File: src/rtl/alu_seq.sv
// alu_seq: sequential ALU with single-cycle logic/arith ops, shift-add multiply and restoring divide
module alu_seq #(
    parameter int N = 64
) (
    input  logic         clk,
    input  logic         reset,
    input  logic         start,
    input  logic [N-1:0] a,
    input  logic [N-1:0] b,
    input  logic [3:0]   ALUControl,
    output logic         ready,
    output logic         done,
    output logic [N-1:0] result,
    output logic         zero,
    output logic         div0
);
    localparam int CW = $clog2(N + 1);
    typedef enum logic [1:0] {IDLE, MUL, DIV, DONE} state_t;
    state_t       state_q, state_d;
    logic [CW-1:0] cnt_q, cnt_d;
    logic [N-1:0] x_q, x_d, y_q, y_d, acc_q, acc_d, result_q, result_d;
    logic         rem_q, rem_d, div0_q, div0_d, qbit;
    logic [N:0]   r_sh, r_sub;
    logic [N-1:0] alu;
    logic         is_div;
    always_comb begin
        case (ALUControl)
            4'b0000: alu = a & b;
            4'b0001: alu = a | b;
            4'b0010: alu = a + b;
            4'b0110: alu = a - b;
            4'b1100: alu = ~(a | b);
            default: alu = b;
        endcase
    end
    assign is_div = (ALUControl == 4'b1001) || (ALUControl == 4'b1010);
    // x holds multiplicand or dividend/quotient, y multiplier or divisor, acc product or remainder
    assign r_sh  = {acc_q, x_q[N-1]};
    assign r_sub = r_sh - {1'b0, y_q};
    assign qbit  = ~r_sub[N];
    always_comb begin
        state_d  = state_q;
        cnt_d    = cnt_q;
        x_d      = x_q;
        y_d      = y_q;
        acc_d    = acc_q;
        result_d = result_q;
        div0_d   = div0_q;
        rem_d    = rem_q;
        case (state_q)
            IDLE: if (start) begin
                div0_d = 1'b0;
                x_d    = a;
                y_d    = b;
                acc_d  = '0;
                cnt_d  = CW'(N);
                rem_d  = ALUControl == 4'b1010;
                if (ALUControl == 4'b1000) state_d = MUL;
                else if (is_div && b == '0) begin
                    result_d = rem_d ? a : '1;
                    div0_d   = 1'b1;
                    state_d  = DONE;
                end else if (is_div) state_d = DIV;
                else begin
                    result_d = alu;
                    state_d  = DONE;
                end
            end
            MUL: begin
                acc_d = acc_q + (y_q[0] ? x_q : '0);
                x_d   = x_q << 1;
                y_d   = y_q >> 1;
                cnt_d = cnt_q - 1'b1;
                if (cnt_d == '0) begin
                    result_d = acc_d;
                    state_d  = DONE;
                end
            end
            DIV: begin
                acc_d = qbit ? r_sub[N-1:0] : r_sh[N-1:0];
                x_d   = {x_q[N-2:0], qbit};
                cnt_d = cnt_q - 1'b1;
                if (cnt_d == '0) begin
                    result_d = rem_q ? acc_d : x_d;
                    state_d  = DONE;
                end
            end
            default: state_d = IDLE;
        endcase
    end
    always_ff @(posedge clk or posedge reset) begin
        if (reset) begin
            state_q  <= IDLE;
            cnt_q    <= '0;
            x_q      <= '0;
            y_q      <= '0;
            acc_q    <= '0;
            result_q <= '0;
            div0_q   <= 1'b0;
            rem_q    <= 1'b0;
        end else begin
            state_q  <= state_d;
            cnt_q    <= cnt_d;
            x_q      <= x_d;
            y_q      <= y_d;
            acc_q    <= acc_d;
            result_q <= result_d;
            div0_q   <= div0_d;
            rem_q    <= rem_d;
        end
    end
    assign ready  = state_q == IDLE;
    assign done   = state_q == DONE;
    assign result = result_q;
    assign zero   = result_q == '0;
    assign div0   = div0_q;
endmodule

File: config.mk
export PLATFORM = sky130hd
export DESIGN_NAME = alu_seq
export DESIGN_NICKNAME = d
export VERILOG_FILES = /design/src/rtl/alu_seq.sv
export SDC_FILE = /design/constraint.sdc
export NUM_CORES = 2
export LEC_CHECK = 0
export CAP_MARGIN = 20
export CORE_MARGIN = 8
export CORE_UTILIZATION = 35
export CTS_CLUSTER_DIAMETER = 120
export DETAILED_ROUTE_END_ITERATION = 8
export GPL_ROUTABILITY_DRIVEN = 1
export GPL_TIMING_DRIVEN = 0
export PLACE_DENSITY = 0.61
export SETUP_SLACK_MARGIN = 0.05
export SLEW_MARGIN = 20
export SYNTH_ARGS = -nofsm -noshare
export SYNTH_HDL_FRONTEND = slang
export SYNTH_SLANG_ARGS = --single-unit
File: constraint.sdc
create_clock -name clk -period 12.5 [get_ports clk]
set_input_delay 2.5 -clock clk [delete_from_list [all_inputs] [get_ports clk]]
set_output_delay 2.5 -clock clk [all_outputs]
set_load 0.01 [all_outputs]
* After elaboration in Yosys (flattened, before gate mapping)
Index checks and enable logic that the tools add are counted.
Word-level totals: register bits after elaboration 267
Operators by class: $add $sub $neg 5, equal/unequal tests 16, muxes and demuxes 28, bitwise logic cells 4, reduce and logical (&&, ||, !) cells 17
Operators by type and width (count):
- two-way mux 64 bit | 13
- case mux 64 bit (3 select lines) | 3
- case mux 64 bit (5 select lines) | 1
- adder 64 bit | 2
- zero test 64 bit | 2
- case mux 64 bit (2 select lines) | 1
- subtractor 65 x 64 -> 65 bit | 1
- bitwise AND 64 bit | 1
- NOT 64 bit | 1
- bitwise OR 64 bit | 1
- subtractor 64 bit | 1
- equality test 4 bit (second input constant) | 4
- case mux 7 bit (2 select lines) | 1
- AND reduction 2 bit | 5
- inequality test 2 bit (second input constant) | 4
- zero test 7 bit | 1
- two-way mux 7 bit | 1
- subtractor 7 x 1 -> 7 bit (second input constant) | 1
- two-way mux 2 bit | 3
- AND reduction 6 bit | 1
- equality test 2 bit (second input constant) | 2
- equality test 4 x 1 -> 1 bit (second input constant) | 1
- equality test 4 x 2 -> 1 bit (second input constant) | 1
- equality test 4 x 3 -> 1 bit (second input constant) | 1
- other kinds (13) | 17

* Longest topological paths before layout
depth after elaboration 8, gate-level depth with buffers 24

* Least setup slack after synthesis
Ideal clock, no wire load.
kind input port to flip-flop, start point input b[13], end point register result_q[58] (netlist: result[58]), setup time 0.087 ns, arrival 7.709 ns, required time 12.413 ns, path slack 4.704 ns, cell stages on the path 22, buffers on the path 2, path through buf_2 -> or4_4 -> or4b_4 -> nor4_1 -> nand2_1 -> or3_1 -> or2_2 -> o41ai_1 -> xor2_1 -> ha_1 -> clkbuf_1 -> nand4_1 -> nor3_1 -> nand4_1 -> a211oi_1 -> o21ai_0 -> a31oi_1 -> or2_2 -> nor3b_1 -> o31ai_1 -> a211o_1 -> a22oi_1
Between the ends: cells in the longest elaborated chain, start to end 7, elaborated cells on any way between the ends 12, classes of those cells add/sub (2); eq/ne (1); mux (6); reduce/logical (3)
RTL lines:
- start: declaration | RTL line 9 | input logic [N-1:0] b,
- subtractor 64 bit / adder 64 bit (equally long branches) | RTL line 31, 30
- case mux 64 bit (5 select lines) | RTL line 27 | case (ALUControl)
- two-way mux 64 bit | RTL line 63 | end else if (is_div) state_d = DIV;
- two-way mux 64 bit | RTL line 59 | else if (is_div && b == '0) begin
- two-way mux 64 bit | RTL line 58 | if (ALUControl == 4'b1000) state_d = MUL;
- two-way mux 64 bit | RTL line 51 | IDLE: if (start) begin
- case mux 64 bit (3 select lines) | RTL line 50 | case (state_q)
- end signal: assignment | RTL line 107 | result_q <= result_d;
- end: declaration | RTL line 21 | logic [N-1:0] x_q, x_d, y_q, y_d, acc_q, acc_d, result_q, result_d;
Parallel ways exist; a longest one is shown, timed or not. The select of a mux whose other input is x is not followed. A chain may end at the register's enable or synchronous reset.

* Final worst setup path
start point input b[14], end point register result_q[62] (netlist: result[62])
Same word-level chain as after synthesis.

==> results_dict.tcl <==
set metrics [dict create \
    status "completed" \
    cts_buffers 28 \
    routed_wl_um 176000 \
    synth_area_leaders "dfrtp_1 (22%), o21ai_0 (8.7%), ha_1 (8.1%)" \
    hpwlAfterDp_um 143000 \
    dr_wl_met3_um 21200 \
    p_leak_nw 14.2 \
    hold_buffers 0 \
    skew_ns 0.0308 \
    place_area_mm2 0.0340 \
    area_growth_pct 13.3 \
    path_class "in -> reg" \
    synth-seq-area-share 0.216 \
    vias_per_cell 6.44 \
    rsz0062_at_grt "false" \
    drc 0 \
    arrival_ns 10.24 \
    multi_input_area_mm2 0.0224 \
    cts_resized 0 \
    synth_top_cell_area_share 0.216 \
    first_iter_violations 4861 \
    synth-edff-count 0 \
    cts_tree "yes" \
    clock_sinks 267 \
    wl_per_cell_um 31.2 \
    final_cell_mix "o21ai_0 (534), nand2_1 (421), nor2_1 (404), a21oi_1 (358), clkbuf_1 (306)" \
    min_period_over_period 0.779 \
    grt_pass1_vias 33700 \
    first_pass_iters 7 \
    start_util 0.351 \
    syn_area_mm2 0.0309 \
    met1_length_um 70500 \
    timing.setup.tns_ns 0 \
    grt_pass1_wl_um 246000 \
    setup_viol 0 \
    powerDensity_mw_per_mm2 311 \
    wl_met2_um 72800 \
    dieWidth_um 313 \
    layout.area.seq_mm2 0.00668 \
    nets 4809 \
    worst_pin_slew_ns 1.31 \
    pin_count 203 \
    p_total_mw 10.9 \
    rrSetupSlack_ns 5.74 \
    cp_data_required_time_ns 12.99 \
    crit_fanout 7 \
    start_kind "primary input" \
    syn_nets 4621 \
    path_clk_slew_ns 0.07 \
    fin_util 0.398 \
    grt_max_degree 87 \
    synth-main-ff-cell "dfrtp_1" \
    yosysWarnings 0 \
    nFillCells 9338 \
    max_freq_mhz 103 \
    synth_seq_cells 267 \
    crit_path_end_kind "flip-flop" \
    port_buffers 155 \
    gp_congestion 1.05 \
    htree_num_levels 1 \
    slew_headroom 0.129 \
    grt_overflow 0 \
    grt_usage 0.339 \
    antenna_found_initial 6 \
    dieArea_mm2 0.0980 \
    dieHeight_um 313 \
    design_area_mm2 0.0350 \
    clk_latency_ns 0.61 \
    hp-class "reg -> reg" \
    ir_drop_mv 0.152 \
    postCtsSetupBuffers 0 \
    drv_cap 0 \
    ctsRootBufferMaster "clkbuf_16" \
    synthCells 4282 \
    synth_top_area_cell "dfrtp_1" \
    finalMaxSlewViolations 0 \
    rows 109 \
    post-route-min-period_ns 9.74 \
    final_common_cell "o21ai_0" \
    hold_violations 0 \
    ys_types 81 \
    syn_area_per_cell_um2 7.21 \
    drive_gt1_frac 0.0269 \
    postRouteAntennaNets 0 \
    cts.path.max_buffers 3 \
    core_area_mm2 0.0880 \
    async_flop_share 1.00 \
    routed.top_layer "met5" \
    vias 36500 \
]
[metrics by stage]
stage          std cells  hold WS [ns]  worst slack [ns]
2_1_floorplan       4282         0.471              2.65
3_3_place_gp        5602         0.490             -1.76
3_5_place_dp        5605         0.498              2.31
4_1_cts             5655         0.512              2.87
5_1_grt             5656         0.535              2.37
6_report            5658         0.509              2.76
[per-layer routing]
metal / vias up / track usage
li1: 16200 / -
met4: 2 / 0.183
met3: 520 / 0.0948
met1: 17300 / 0.442
met5: - / 0
met2: 2429 / 0.504
[cell families after synthesis]
group / Yosys count / share of synthesized area
flip-flops: 267 / 0.216
adder cells (fa/ha/maj): 206 / 0.0840
buffers and inverters: 468 / 0.0576
multiplexers: 101 / 0.0330
AO/OA/AOI/OAI: 1634 / 0.336
XOR/XNOR: 225 / 0.0638
AND/OR/NAND/NOR: 1381 / 0.209
[synth_stat cells, drive strengths merged (10+ instances only)]
cell type,count
a221oi,127
nand4,67
o211ai,39
o41ai,15
dfrtp,267
xnor2,119
a41oi,10
a21oi,358
a221o,16
a22o,18
nor2b,60
o2111ai,10
mux2i,95
inv,129
ha,201
clkbuf,306
o22ai,43
or3,15
and3,32
nor4,32
nand2,421
or4,12
o21ai,536
or2,14
a31oi,46
a211oi,48
nand3,71
a211o,11
and2,79
nor2,406
o21a,47
a22oi,18
a21boi,16
o21bai,41
a21o,108
nand2b,35
xor2,106
o31ai,38
buf,33
o221ai,11
nor3,104
[cell type report]
cell class	instances	area share
clock buffers	37	0.0233
inverters	129	0.0140
plain buffers	339	0.0370
clock inverters	13	0.00490
well taps	1165	0.0416
multi-input cells	3547	0.641
diodes	3	0.000214
flip-flops and latches	267	0.191
repair buffers	158	0.0467
[power by group]
group | total (mW) | leakage [nW] | switching (mW) | internal, mW
clock | 0.939 | 0.482 | 0.417 | 0.522
sequential | 2.00 | 3.32 | 0.696 | 1.30
combinational | 7.96 | 10.4 | 5.49 | 2.46
total | 10.9 | 14.2 | 6.61 | 4.29
[worst paths after layout]
check / start / to / cells past startpoint
max in group asynchronous: reset / result[53] / 4
max reg2reg: y_q[28] / result[22] / 15
max: b[14] / result[62] / 22
min in group asynchronous: reset / acc_q[5] / 2
min: y_q[58] / y_q[58] / 2
min reg2reg: y_q[58] / y_q[58] / 2
[state kept, by name, summed over array words and instances (netlist names)]
name,count
y_q,64
acc_q,64
x_q,64
result,64
state_q,2
rem_q,1
cnt_q,7
div0,1
[critical path, cell delays in order]
cell and delay, ns:
clkdlybuf4s50_1 0.62, or4_4 0.65, or4b_4 0.53, nor4_1 0.59, nand2_1 0.34, or3_1 0.40, or2_2 0.32, o41ai_1 0.31
xor2_1 0.12, ha_1 0.28, clkbuf_1 0.28, nand4_1 0.18, nor3_1 0.41, nand4_1 0.31, a211oi_1 0.24, o21ai_0 0.38
a31oi_1 0.52, o21a_1 0.21, nor3_1 0.05, o31ai_1 0.45, o211ai_1 0.25, a32oi_1 0.27
Note: power is estimated with default switching activity, not from simulation.
